File: src/rtl/csa_tree_pkg.sv
// Shared helpers for the pipelined carry-save adder tree: width/level math
// and parameter legality checks used at elaboration time.
package csa_tree_pkg;

  function automatic int clog2(input int v);
    int r;
    r = 0;
    while ((1 << r) < v) r++;
    return r;
  endfunction

  function automatic int csa_levels(input int num_in);
    if (num_in <= 3) return 1;
    else if (num_in == 4) return 2;
    else if (num_in <= 6) return 3;
    else return 4;
  endfunction

  function automatic int out_width(input int in_w, input int num_in);
    return in_w + clog2(num_in);
  endfunction

  // Rows present at the input of level lvl (0 = the extended operands)
  function automatic int rows_at(input int num_in, input int lvl);
    int r;
    r = num_in;
    for (int i = 0; i < lvl; i++) r = r - r / 3;
    return r;
  endfunction

  function automatic bit params_ok(input int in_w, input int num_in);
    return (in_w >= 4) && (in_w <= 16) && (num_in >= 3) && (num_in <= 9);
  endfunction

endpackage

File: src/rtl/csa_tree_pipe_if.sv
// Operand/result handshake bundle for csa_tree_pipe; the adder is the slave.
interface csa_tree_pipe_if
  import csa_tree_pkg::*;
#(
  parameter int IN_W   = 8,
  parameter int NUM_IN = 9
);
  localparam int OUT_W = out_width(IN_W, NUM_IN);

  logic [NUM_IN*IN_W-1:0] in_data;
  logic                   in_valid;
  logic                   in_ready;
  logic [OUT_W-1:0]       out_sum;
  logic                   out_valid;
  logic                   out_ready;

  modport master (
    output in_data, in_valid, out_ready,
    input  in_ready, out_sum, out_valid
  );

  modport slave (
    input  in_data, in_valid, out_ready,
    output in_ready, out_sum, out_valid
  );
endinterface

File: src/rtl/csa_3_2.sv
// Combinational 3:2 compressor; cy is the unshifted per-bit majority.
module csa_3_2 #(
  parameter int WIDTH = 8
) (
  input  logic [WIDTH-1:0] a,
  input  logic [WIDTH-1:0] b,
  input  logic [WIDTH-1:0] c,
  output logic [WIDTH-1:0] s,
  output logic [WIDTH-1:0] cy
);
  assign s  = a ^ b ^ c;
  assign cy = (a & b) | (a & c) | (b & c);
endmodule

File: src/rtl/csa_tree_pipe.sv
// Pipelined multi-operand adder: input register, CSA levels, carry-propagate add.
// Optional absolute-value output stage when CSA_TREE_ABS_EN is defined.
module csa_tree_pipe
  import csa_tree_pkg::*;
#(
  parameter int IN_W   = 8,
  parameter int NUM_IN = 9,
  parameter bit SIGNED = 1'b0
) (
  input  logic            clk,
  input  logic            rst_n,
  csa_tree_pipe_if.slave  bus
);
  localparam int OUT_W  = out_width(IN_W, NUM_IN);
  localparam int LEVELS = csa_levels(NUM_IN);
`ifdef CSA_TREE_ABS_EN
  localparam int NST = LEVELS + 3;
`else
  localparam int NST = LEVELS + 2;
`endif

  if (!params_ok(IN_W, NUM_IN)) begin : g_bad_params
    $error("csa_tree_pipe: IN_W must be 4..16 and NUM_IN 3..9");
  end

  logic             advance;
  logic [NST-1:0]   vld_q;
  logic [OUT_W-1:0] ext   [NUM_IN];
  logic [OUT_W-1:0] stg_q [0:LEVELS][NUM_IN];
  logic [OUT_W-1:0] nxt   [1:LEVELS][NUM_IN];
  logic [OUT_W-1:0] sum_q;

  // One global enable: the whole pipe moves or the whole pipe holds
  assign advance      = !vld_q[NST-1] | bus.out_ready;
  assign bus.in_ready = advance;
  assign bus.out_valid = vld_q[NST-1];

  for (genvar k = 0; k < NUM_IN; k++) begin : g_ext
    logic [IN_W-1:0] op;
    assign op     = bus.in_data[k*IN_W +: IN_W];
    assign ext[k] = {{(OUT_W-IN_W){SIGNED & op[IN_W-1]}}, op};
  end

  // Level l compresses groups of three rows from stage l-1; leftovers pass
  // through and the unused tail of the row array is tied to zero.
  for (genvar l = 1; l <= LEVELS; l++) begin : g_lvl
    localparam int N = rows_at(NUM_IN, l - 1);
    localparam int G = N / 3;
    localparam int R = N % 3;

    for (genvar j = 0; j < G; j++) begin : g_grp
      logic [OUT_W-1:0] s;
      logic [OUT_W-1:0] cy;
      csa_3_2 #(.WIDTH(OUT_W)) u_csa (
        .a (stg_q[l-1][3*j]),
        .b (stg_q[l-1][3*j+1]),
        .c (stg_q[l-1][3*j+2]),
        .s (s),
        .cy(cy)
      );
      assign nxt[l][2*j]   = s;
      assign nxt[l][2*j+1] = cy << 1;
    end

    for (genvar j = 0; j < R; j++) begin : g_pass
      assign nxt[l][2*G+j] = stg_q[l-1][3*G+j];
    end

    for (genvar k = 2*G + R; k < NUM_IN; k++) begin : g_zero
      assign nxt[l][k] = '0;
    end
  end

  always_ff @(posedge clk) begin
    if (!rst_n) begin
      vld_q <= '0;
      sum_q <= '0;
      for (int l = 0; l <= LEVELS; l++)
        for (int k = 0; k < NUM_IN; k++)
          stg_q[l][k] <= '0;
    end else if (advance) begin
      vld_q <= {vld_q[NST-2:0], bus.in_valid};
      for (int k = 0; k < NUM_IN; k++)
        stg_q[0][k] <= ext[k];
      for (int l = 1; l <= LEVELS; l++)
        for (int k = 0; k < NUM_IN; k++)
          stg_q[l][k] <= nxt[l][k];
      sum_q <= stg_q[LEVELS][0] + stg_q[LEVELS][1];
    end
  end

`ifdef CSA_TREE_ABS_EN
  logic [OUT_W-1:0] abs_q;

  // Magnitude of the signed sum; unsigned builds just register the sum again
  always_ff @(posedge clk) begin
    if (!rst_n) begin
      abs_q <= '0;
    end else if (advance) begin
      abs_q <= (SIGNED && sum_q[OUT_W-1]) ? (~sum_q + 1'b1) : sum_q;
    end
  end

  assign bus.out_sum = abs_q;
`else
  assign bus.out_sum = sum_q;
`endif

endmodule

File: src/flat_wrapper.sv
// flat-port wrapper written by rule: the top's interface ports become plain ports
module csa_tree_pipe_flat import csa_tree_pkg::*;
#(
  parameter int IN_W   = 8,
  parameter int NUM_IN = 9,
  parameter bit SIGNED = 1'b0
)
  (clk, rst_n, bus_in_data, bus_in_valid, bus_out_ready, bus_in_ready, bus_out_sum, bus_out_valid);
  csa_tree_pipe_if #(.IN_W(IN_W), .NUM_IN(NUM_IN)) bus_i ();
  input  logic clk;
  input  logic rst_n;
  input wire logic [$bits(bus_i.in_data)-1:0] bus_in_data;
  input wire logic [$bits(bus_i.in_valid)-1:0] bus_in_valid;
  input wire logic [$bits(bus_i.out_ready)-1:0] bus_out_ready;
  output wire logic [$bits(bus_i.in_ready)-1:0] bus_in_ready;
  output wire logic [$bits(bus_i.out_sum)-1:0] bus_out_sum;
  output wire logic [$bits(bus_i.out_valid)-1:0] bus_out_valid;
  assign bus_i.in_data = bus_in_data;
  assign bus_i.in_valid = bus_in_valid;
  assign bus_i.out_ready = bus_out_ready;
  assign bus_in_ready = bus_i.in_ready;
  assign bus_out_sum = bus_i.out_sum;
  assign bus_out_valid = bus_i.out_valid;
  csa_tree_pipe #(.IN_W(IN_W), .NUM_IN(NUM_IN), .SIGNED(SIGNED)) u_core (.clk(clk), .rst_n(rst_n), .bus(bus_i));
endmodule
File: config.mk
export PLATFORM = sky130hd
export DESIGN_NAME = csa_tree_pipe_flat
export DESIGN_NICKNAME = d
export VERILOG_FILES = /design/src/rtl/csa_tree_pkg.sv /design/src/rtl/csa_tree_pipe_if.sv /design/src/rtl/csa_3_2.sv /design/src/rtl/csa_tree_pipe.sv /design/src/flat_wrapper.sv
export SDC_FILE = /design/constraint.sdc
export NUM_CORES = 1
export LEC_CHECK = 0
export ABC_AREA = 1
export CORE_UTILIZATION = 52
export DETAILED_ROUTE_END_ITERATION = 8
export PLACE_DENSITY_LB_ADDON = 0.08
export SLEW_MARGIN = 20
export SYNTH_ARGS = -nofsm -noshare
export SYNTH_HDL_FRONTEND = slang
export SYNTH_SLANG_ARGS = --single-unit
export TNS_END_PERCENT = 1
File: constraint.sdc
create_clock -name clk -period 4.1 [get_ports clk]
set_input_delay 0.82 -clock clk [delete_from_list [all_inputs] [get_ports clk]]
set_output_delay 0.82 -clock clk [all_outputs]
set_load 0.01 [all_outputs]
# After elaboration in Yosys (flattened, before gate mapping)
# Memory sizes are Yosys's and may differ from the RTL's.
# Cells that the tools add are included.
# totals
ramBits,480
output_inout_bits,14
ff_bits,18
mem_count,1
word_cells,149
# classes
n_reduce_logical,1
n_mux,49
n_addsub,1
bitwise_logic,95
# mem_list
name,depth,word_bits,read_ports,rd_ports_with_merged_regs,write_ports,line_no,text
u_core.stg_q,5,96,5,0,5,csa_tree_pipe.sv:29,logic [OUT_W-1:0] stg_q [0:LEVELS][NUM_IN];
# op_table
op,n
$mux 12,30
$and 11x11->11,21
$xor 12x12->12,14
$or 11x11->11,14
$mux 8,15
$or 1x1->1,46
$add 12x12->12,1
$mux 1,4
$logic_not 1->1,1

# Logic depth before layout (Yosys ltp)
# Gate-level depths: netlist of run 1.
# logic_depth
ltp_word,6
mapped_depth,9

# By module
# Synthesis of run 1 repeated with hierarchy kept, for this count alone.
# hier_totals
cells_unflattened,1009
area_unflattened_um2,12250.5
# by_module_without_submodules
mod,area_per_inst_um2,n_inst,cells_each,seq_area_each_um2
csa_tree_pipe,10568.9,1,925,7687.4
csa_3_2,240.2,7,12,0.0

# Least setup slack after synthesis of run 1
# No wires, ideal clock.
# synth_timing
kind,input-to-reg
start,input bus_out_ready
end,"register u_core.sum_q[2], in the netlist u_core.bus.out_sum[2]"
setup_ps,117
n_path_buf,1
arrival_time_ps,3794
slack_ps,189
path_stages,5
cell_sequence,nor2_4 -> nand2_2 -> inv_2 -> buf_4 -> a22o_1
# synth_via
elab_chain_len,1
# synth_lines
item,line_no,text
from (decl),flat_wrapper.sv:14,input wire logic [$bits(bus_i.out_ready)-1:0] bus_out_ready;
$or 1x1->1,csa_tree_pipe.sv:34,assign advance = !vld_q[NST-1] | bus.out_ready;
to (signal assigned),csa_tree_pipe.sv:88,sum_q <= stg_q[LEVELS][0] + stg_q[LEVELS][1];
to (decl),csa_tree_pipe.sv:31,logic [OUT_W-1:0] sum_q;
# Every way passes these cells.
# A chain may end at the register's enable or synchronous reset.

# Worst setup path in the final report of run 1
# layout_timing
start,input bus_out_ready
end,output bus_in_ready
# layout_via
elab_chain_len,1
# layout_lines
item,line_no,text
$or 1x1->1,csa_tree_pipe.sv:34,
to (decl),flat_wrapper.sv:15,output wire logic [$bits(bus_i.in_ready)-1:0] bus_in_ready;
# Every way passes these cells.

==> impl_metrics.tcl, run 1 <==
set metrics [dict create \
    wire_per_inst_um 12.3 \
    path_clk_slew_ns 0.06 \
    leakagePower_nw 5.23 \
    clk_latency_ns 0.50 \
    htree_levels 1 \
    port_buffers 89 \
    yosys_register_bits 217 \
    outcome "finished clean" \
    slew_violations 0 \
    dp.cells 1160 \
    synth_cells 824 \
    row_count 51 \
    slew_headroom_pct 51.8 \
    nFillCells 1615 \
    cts.sinks 217 \
    final_cell_area_sq_mm 0.0121 \
    worst_pin_slew_ns 0.723 \
    ios 90 \
    hold_viol 0 \
    dr.pass1.iters 4 \
    ir_drop_mv 0.273 \
    arrival_ns 2.08 \
    yosysSeqAreaShare_pct 61.0 \
    drc 0 \
    timing.final.crit_share_pct 70.6 \
    max_freq_mhz 345 \
    grt_max_degree 97 \
    die-height_um 143 \
    antennaDiodeCount 0 \
    hold_slack_ns 0.451 \
    cp-start-kind "input port" \
    cts_buffer_depth 3 \
    rsz0062_at_grt "no" \
    wl_um 14800 \
    routed_via_density 4.49 \
    num_vias 5393 \
    core_sq_mm 0.0195 \
    crit_path_max_fanout 3 \
    postCtsSetupBuffers 0 \
    setup_tns_ns 0 \
    yosys_warnings 0 \
    path_class "in -> out" \
    cts_resized 0 \
    final_nets 1063 \
    netlist_top_cells_count "220 x inv_1, 199 x edfxtp_1, 170 x nor2_2" \
    hold_buffers 0 \
    end_kind "output pin" \
    root_buffer "clkbuf_16" \
    synth_top_area_cell "edfxtp_1" \
    drt-initial-drc-count 245 \
    synth_top_area_share_pct 57.6 \
    postRouteAntennaNets 0 \
    ys_types 26 \
    antenna_found_initial 0 \
    synthFlopType "edfxtp_1" \
    dieArea_sq_mm 0.0205 \
    initial_core_util_pct 53.2 \
    hold_class "reg -> reg" \
    async_flop_share_pct 0 \
    setup_viol_count_final 0 \
    cts_made_buffers 23 \
    grt_util_all_layers_pct 16.0 \
    fin_cells 1201 \
    drive_gt1_share_pct 22.6 \
    fin_crit_ns 2.90 \
    syn_area_per_cell_sq_um 12.6 \
    total_power_w 0.00504 \
    path_common_cell "clkdlybuf4s50_1" \
    fin_worst_skew_ns 0.0147 \
    dp_hpwl_um 10300 \
    cts_tree "yes" \
    crit_chain "clkdlybuf4s50_1 > nor2_4 > inv_1 > clkdlybuf4s50_1" \
    cpPeakStageDelay_ns 0.48 \
    use_met1_pct 19.5 \
    syn2layout_area_growth_pct 16.4 \
    dpl_cell_area_sq_mm 0.0114 \
    synth_area_leaders "edfxtp_1 58%, fa_1 10%, nor2_2 10%" \
    gp_congestion 0.783 \
    p_per_area_mw_per_mm2 418 \
    grt_pass1_wl_um 25700 \
    die_w_um 143 \
    synth_most_common_cell "inv_1" \
    maxCapViolCount 0 \
    slowest_stage "clkdlybuf4s50_1" \
    worstPathRequired_ns 3.28 \
    busiest_layer "met2" \
    grtUsageMet3_pct 2.82 \
    synth_edf_count 199 \
    netlist_area_sq_mm 0.0104 \
    grt_pass1_vias 5651 \
    grt-ovfl-total 0 \
    met2_usage_pct 28.6 \
    syn_nets 967 \
]
-- cell type report --
| class | instances | area [sq um] | share of cell area [%] |
|---|---|---|---|
| multi-input combinational | 360 | 2880 | 23.8 |
| timing repair buffer | 95 | 973 | 8.06 |
| clock buffer | 27 | 591 | 4.89 |
| clock inverter | 14 | 121 | 1.00 |
| sequential | 217 | 6340 | 52.5 |
| inverter | 223 | 845 | 6.99 |
| tap | 265 | 332 | 2.75 |
-- final timing paths --
kind / startpoint / endpoint / slack, ns / cells after the start
worst min register to register: u_core.bus.out_sum[11]$_SDFFE_PN0P_ / u_core.bus.out_sum[11]$_SDFFE_PN0P_ / 0.45 / 2
worst max register to register: u_core.vld_q[5]$_SDFFE_PN0P_ / u_core.stg_q[0][175]$_SDFFCE_PN0P_ / 2.16 / 6
worst min-delay path: u_core.bus.out_sum[11]$_SDFFE_PN0P_ / u_core.bus.out_sum[11]$_SDFFE_PN0P_ / 0.45 / 2
worst max-delay path: bus_out_ready / bus_in_ready / 1.20 / 4
-- cells in the final DEF (no fill, tap or decap), types with 3 or more instances in the layout --
cell,n
clkdlybuf4s50_1,89
nor2_2,170
nand2_1,50
o21ai_1,3
clkbuf_1,4
ha_1,13
nor2_1,36
o22ai_1,4
buf_12,3
clkbuf_16,23
dfxtp_1,18
buf_4,3
a22o_1,4
edfxtp_1,199
a21oi_1,4
fa_1,54
o21ai_0,3
nand3_1,12
inv_1,220
clkinv_1,7
-- worst max-delay path: cells and delay by family --
family / cells / cell delay, ns
simple gates: 1 / 0.27
buf+inv: 3 / 0.99
-- flip-flops by register name, summed over array words and instances, names as in the netlist --
signal and cells:
u_core.bus.out_sum 12, u_core.stg_q 199, u_core.vld_q 6
-- power breakdown --
part	internal [W]	switching, W
registers	0.00256	0.0000750
logic	0.000214	0.000229
clock network	0.00115	0.000808
-- cells by family after synthesis --
| family | Yosys count | synth area share, % |
|---|---|---|
| adder cells (fa/ha/maj) | 67 | 12.0 |
| buffers and inverters | 247 | 11.3 |
| flip-flops | 217 | 61.0 |
| AO/OA/AOI/OAI | 18 | 1.06 |
| AND/OR/NAND/NOR | 275 | 14.6 |
-- per-layer routing --
metal | wire (um) | share of wire [%]
met5 | 0 | 0
met4 | 375 | 2.5
met3 | 548 | 3.7
met2 | 7770 | 53
met1 | 6070 | 41
-- stage by stage --
step	utilization [%]	setup WS (ns)
CTS	61.8	1.19
floorplan	-	0.189
global placement	58.2	1.20
detailed placement	58.2	1.18
global route	61.8	1.14
finish	61.8	1.20
(Power assumes the default switching activity.)
==> run 2, diff against run 1 <==
--- a/config.mk
+++ b/config.mk
@@ -6,7 +6,7 @@
 export NUM_CORES = 1
 export LEC_CHECK = 0
 export ABC_AREA = 1
-export CORE_UTILIZATION = 52
+export CORE_UTILIZATION = 58
 export DETAILED_ROUTE_END_ITERATION = 8
 export PLACE_DENSITY_LB_ADDON = 0.08
 export SLEW_MARGIN = 20
==> constraint.sdc (replaced) <==
create_clock -name clk -period 2.7 [get_ports clk]
set_input_delay 0.54 -clock clk [delete_from_list [all_inputs] [get_ports clk]]
set_output_delay 0.54 -clock clk [all_outputs]
set_load 0.01 [all_outputs]
==> run 2 against run 1 <==
Register-to-register slack lost 1.3 ns; routed wire length shrank 1.1%; clock skew shrank 0.0083 ns; clock power grew 39%; sequential cell count is the same; non-clock buffer count grew 14; clock-buffer cell count grew 3; via count is essentially flat; largest cell class unchanged.
==> impl_metrics.tcl, run 2 (synthesis results as in run 1) <==
set metrics [dict create \
    syn2layout_area_growth_pct 17.0 \
    hold_class "reg -> reg" \
    end_kind "output pin" \
    worstPathRequired_ns 2.16 \
    dr.pass1.iters 4 \
    ir_drop_mv 0.406 \
    cts.sinks 217 \
    dp_hpwl_um 10500 \
    gp_congestion 0.914 \
    ff2ff_setup_slack_ns 0.89 \
    grt_util_all_layers_pct 17.6 \
    fin_crit_ns 2.32 \
    final_common_cell "inv_1" \
    initial_core_util_pct 59.8 \
    cts_tree "yes" \
    crit_path_max_fanout 3 \
    slew_headroom_pct 68.8 \
    r2r-end "u_core.bus.out_sum[10]$_SDFFE_PN0P_" \
    final_nets 1077 \
    core_sq_mm 0.0174 \
    grt-ovfl-total 0 \
    setup_viol_count_final 0 \
    leakagePower_nw 5.30 \
    cp-start-kind "input port" \
    worst_r2r_path_depth 8 \
    rsz0062_at_grt "no" \
    slew_violations 0 \
    critical_path.startpoint "bus_out_ready" \
    max_freq_mhz 431 \
    total_power_w 0.00743 \
    postCtsSetupBuffers 0 \
    holdCritStartpoint "u_core.bus.out_sum[7]$_SDFFE_PN0P_" \
    grt_pass1_vias 5656 \
    drive_gt1_share_pct 23.5 \
    die-height_um 136 \
    layout_common_cells "220 x inv_1, 199 x edfxtp_1, 170 x nor2_2, 89 x clkdlybuf4s50_1, 54 x fa_1" \
    drc 0 \
    antennaDiodeCount 0 \
    grt_max_degree 55 \
    hold_slack_ns 0.448 \
    whs_path_depth 2 \
    hold_viol 0 \
    routed_via_density 4.59 \
    outcome "finished clean" \
    r2r-start "u_core.stg_q[0][458]$_SDFFCE_PN0P_" \
    wl_um 14600 \
    root_buffer "clkbuf_16" \
    arrival_ns 1.78 \
    timing.final.crit_share_pct 86.0 \
    ios 90 \
    worst_pin_slew_ns 0.468 \
    clk_latency_ns 0.49 \
    fin_worst_skew_ns 0.00634 \
    drt-initial-drc-count 240 \
    htree_levels 1 \
    setup_tns_ns 0 \
    hold_end "u_core.bus.out_sum[7]$_SDFFE_PN0P_" \
    hold_buffers 0 \
    cts_resized 0 \
    utilization_pct 70.0 \
    wire_per_inst_um 12.4 \
    row_count 48 \
    die_w_um 136 \
    largest_register "u_core.stg_q" \
    antenna_found_initial 0 \
    grt_pass1_wl_um 25500 \
    path_class "in -> out" \
    p_per_area_mw_per_mm2 612 \
    cts_made_buffers 23 \
    port_buffers 89 \
    postRouteAntennaNets 0 \
    num_vias 5397 \
    path_clk_slew_ns 0.06 \
    cts_buffer_depth 3 \
    largest_reg_flops 199 \
    maxCapViolCount 0 \
    dieArea_sq_mm 0.0184 \
]
run 2: worst max-delay path, stage by stage:
cell and delay [ns]:
clkdlybuf4s50_1 0.44, nor2_4 0.26, inv_1 0.06, clkdlybuf4s50_1 0.47
run 2: worst max-delay path by stage:
stage / endpoint / slack, ns
2_1_floorplan: u_core.bus.out_sum[2]$_SDFFE_PN0P_ / 0.14
3_3_place_gp: bus_in_ready / 0.37
5_1_grt: bus_in_ready / 0.31
6_report: bus_in_ready / 0.38
4_1_cts: bus_in_ready / 0.37
3_5_place_dp: u_core.stg_q[0][84]$_SDFFCE_PN0P_ / 0.36
run 2: area by class of cell:
class / instances / area (sq um)
clock buffers: 30 / 602
inverters: 223 / 845
fillers: 1230 / 5210
multi-input cells: 360 / 2880
clock inverters: 11 / 46.3
flip-flops and latches: 217 / 6340
repair buffers: 109 / 1150
well taps: 225 / 282
run 2: where the power goes:
part           total [W]  leakage [nW]  switching [W]  internal, W
Sequential       0.00401          2.51       0.000112      0.00390
Clock            0.00273         0.318        0.00117      0.00156
Combinational   0.000695          2.47       0.000353     0.000342
Total            0.00743          5.30        0.00163      0.00580
run 2: metrics by stage:
stage	instance area [sq um]	std cells	worst slack (ns)
floorplan	10400	824	0.143
global placement	11500	1134	0.369
detailed placement	11500	1134	0.355
CTS	12100	1175	0.372
global route	12100	1175	0.309
finish	12100	1175	0.378
run 2: layer usage:
layer,GRT usage (%),part of all wire [%]
met1,21.5,41
met2,32.2,53
met3,2.84,4.2
met4,4.99,1.7
met5,0,0
==> run 3, diff against run 2 <==
--- a/config.mk
+++ b/config.mk
@@ -6,7 +6,7 @@
 export NUM_CORES = 1
 export LEC_CHECK = 0
 export ABC_AREA = 1
-export CORE_UTILIZATION = 58
+export CORE_UTILIZATION = 40
 export DETAILED_ROUTE_END_ITERATION = 8
 export PLACE_DENSITY_LB_ADDON = 0.08
 export SLEW_MARGIN = 20
==> run 3 against run 2 <==
Die area rose by 44%; sequential share of layout area shrank 1.2 points; sequential cell count unchanged; non-clock buffer count grew 1; largest power group unchanged.
==> impl_metrics.tcl, run 3 (synthesis results as in run 1) <==
set metrics [dict create \
    end_kind "output pin" \
    drc 0 \
    crit_path_max_fanout 3 \
    initial_core_util_pct 41.0 \
    worst_pin_slew_ns 0.499 \
    holdCritStartpoint "u_core.bus.out_sum[6]$_SDFFE_PN0P_" \
    grt_pass1_wl_um 26000 \
    hold_viol 0 \
    rsz0062_at_grt "no" \
    cts_made_buffers 25 \
    postRouteAntennaNets 0 \
    dp_hpwl_um 10900 \
    grt-ovfl-total 0 \
    die-height_um 163 \
    maxCapViolCount 0 \
    grt_util_all_layers_pct 12.4 \
    setup_viol_count_final 0 \
    cts_resized 0 \
    num_vias 5262 \
    gp_congestion 0.709 \
    ir_drop_mv 0.523 \
    cts.sinks 217 \
    critical_path.startpoint "bus_out_ready" \
    fin_cells 1285 \
    die_w_um 163 \
    path_class "in -> out" \
    max_freq_mhz 431 \
    root_buffer "clkbuf_16" \
    htree_levels 1 \
    row_count 58 \
    antenna_found_initial 0 \
    largest_register "u_core.stg_q" \
    final_common_cell "inv_1" \
    worst_r2r_path_depth 8 \
    dp.cells 1240 \
    grt_pass1_vias 5410 \
    cts_buffer_depth 3 \
    drt-initial-drc-count 186 \
    worstPathRequired_ns 2.16 \
    wire_per_inst_um 11.9 \
    port_buffers 89 \
    arrival_ns 1.78 \
    hold_slack_ns 0.449 \
    hold_buffers 0 \
    layout_common_cells "220 x inv_1, 199 x edfxtp_1, 170 x nor2_2, 89 x clkdlybuf4s50_1, 54 x fa_1" \
    setup_tns_ns 0 \
    dieArea_sq_mm 0.0266 \
    path_clk_slew_ns 0.06 \
    final_nets 1080 \
    ff2ff_setup_slack_ns 0.99 \
    outcome "finished clean" \
    largest_reg_flops 199 \
    routed_via_density 4.09 \
    fin_crit_ns 2.32 \
    p_per_area_mw_per_mm2 640 \
    whs_path_depth 2 \
    syn2layout_area_growth_pct 19.8 \
    drive_gt1_share_pct 24.5 \
    ios 90 \
    r2r-start "u_core.stg_q[0][458]$_SDFFCE_PN0P_" \
    leakagePower_nw 5.39 \
    grt_max_degree 56 \
    slew_headroom_pct 66.7 \
    clk_latency_ns 0.53 \
    antennaDiodeCount 0 \
    postCtsSetupBuffers 0 \
    cp-start-kind "input port" \
    slew_violations 0 \
    hold_end "u_core.bus.out_sum[6]$_SDFFE_PN0P_" \
    core_sq_mm 0.0253 \
    hold_class "reg -> reg" \
    dr.pass1.iters 4 \
    r2r-end "u_core.bus.out_sum[8]$_SDFFE_PN0P_" \
    wl_um 15300 \
    fin_worst_skew_ns 0.0123 \
    timing.final.crit_share_pct 86.0 \
    cts_tree "yes" \
]
run 3: changes by cell type in the layout (fill, tap and decap cells not counted):
cell	previous run	this run
clkinv_1	7	3
clkinv_2	4	8
clkbuf_16	23	26
bufinv_16	0	2
clkbuf_1	7	5
buf_4	11	12
inv_16	0	1
run 3: layout make-up:
type | count | area [sq um]
fill | 2312 | 12900
inverter | 223 | 845
tap | 330 | 413
multi-input combinational | 360 | 2880
sequential | 217 | 6340
timing repair buffer | 110 | 1160
clock inverter | 14 | 131
clock buffer | 31 | 669
run 3: how the worst max path moves through the flow:
stage / slack, ns / endpoint
2_1_floorplan: 0.14 / u_core.bus.out_sum[2]$_SDFFE_PN0P_
3_3_place_gp: 0.37 / bus_in_ready
3_5_place_dp: 0.35 / u_core.stg_q[0][259]$_SDFFCE_PN0P_
4_1_cts: 0.37 / bus_in_ready
5_1_grt: 0.33 / bus_in_ready
6_report: 0.38 / bus_in_ready
run 3: per-layer routing:
layer,track usage (%),part of all wire (%)
met1,15.9,45
met2,21.2,48
met3,2.39,3.6
met4,4.08,2.7
met5,0,0
run 3: where the power goes:
group          leakage [nW]  internal [W]  switching [W]
logic                  2.48      0.000340       0.000346
registers              2.51       0.00390       0.000113
clock network         0.400       0.00196        0.00131
run 3: critical path, cell delays in order:
cell,delay [ns]
clkdlybuf4s50_1,0.44
nor2_4,0.26
inv_1,0.06
clkdlybuf4s50_1,0.47
run 3: stage by stage:
stage	instance area [sq um]	utilization, %	power [W]	setup slack (ns)
6_report	12400	49.1	0.00796	0.379
3_5_place_dp	11600	45.9	0.00479	0.355
5_1_grt	12400	49.1	0.00833	0.326
2_1_floorplan	10400	-	0.00454	0.143
3_3_place_gp	11600	45.9	0.00478	0.372
4_1_cts	12400	49.1	0.00810	0.369
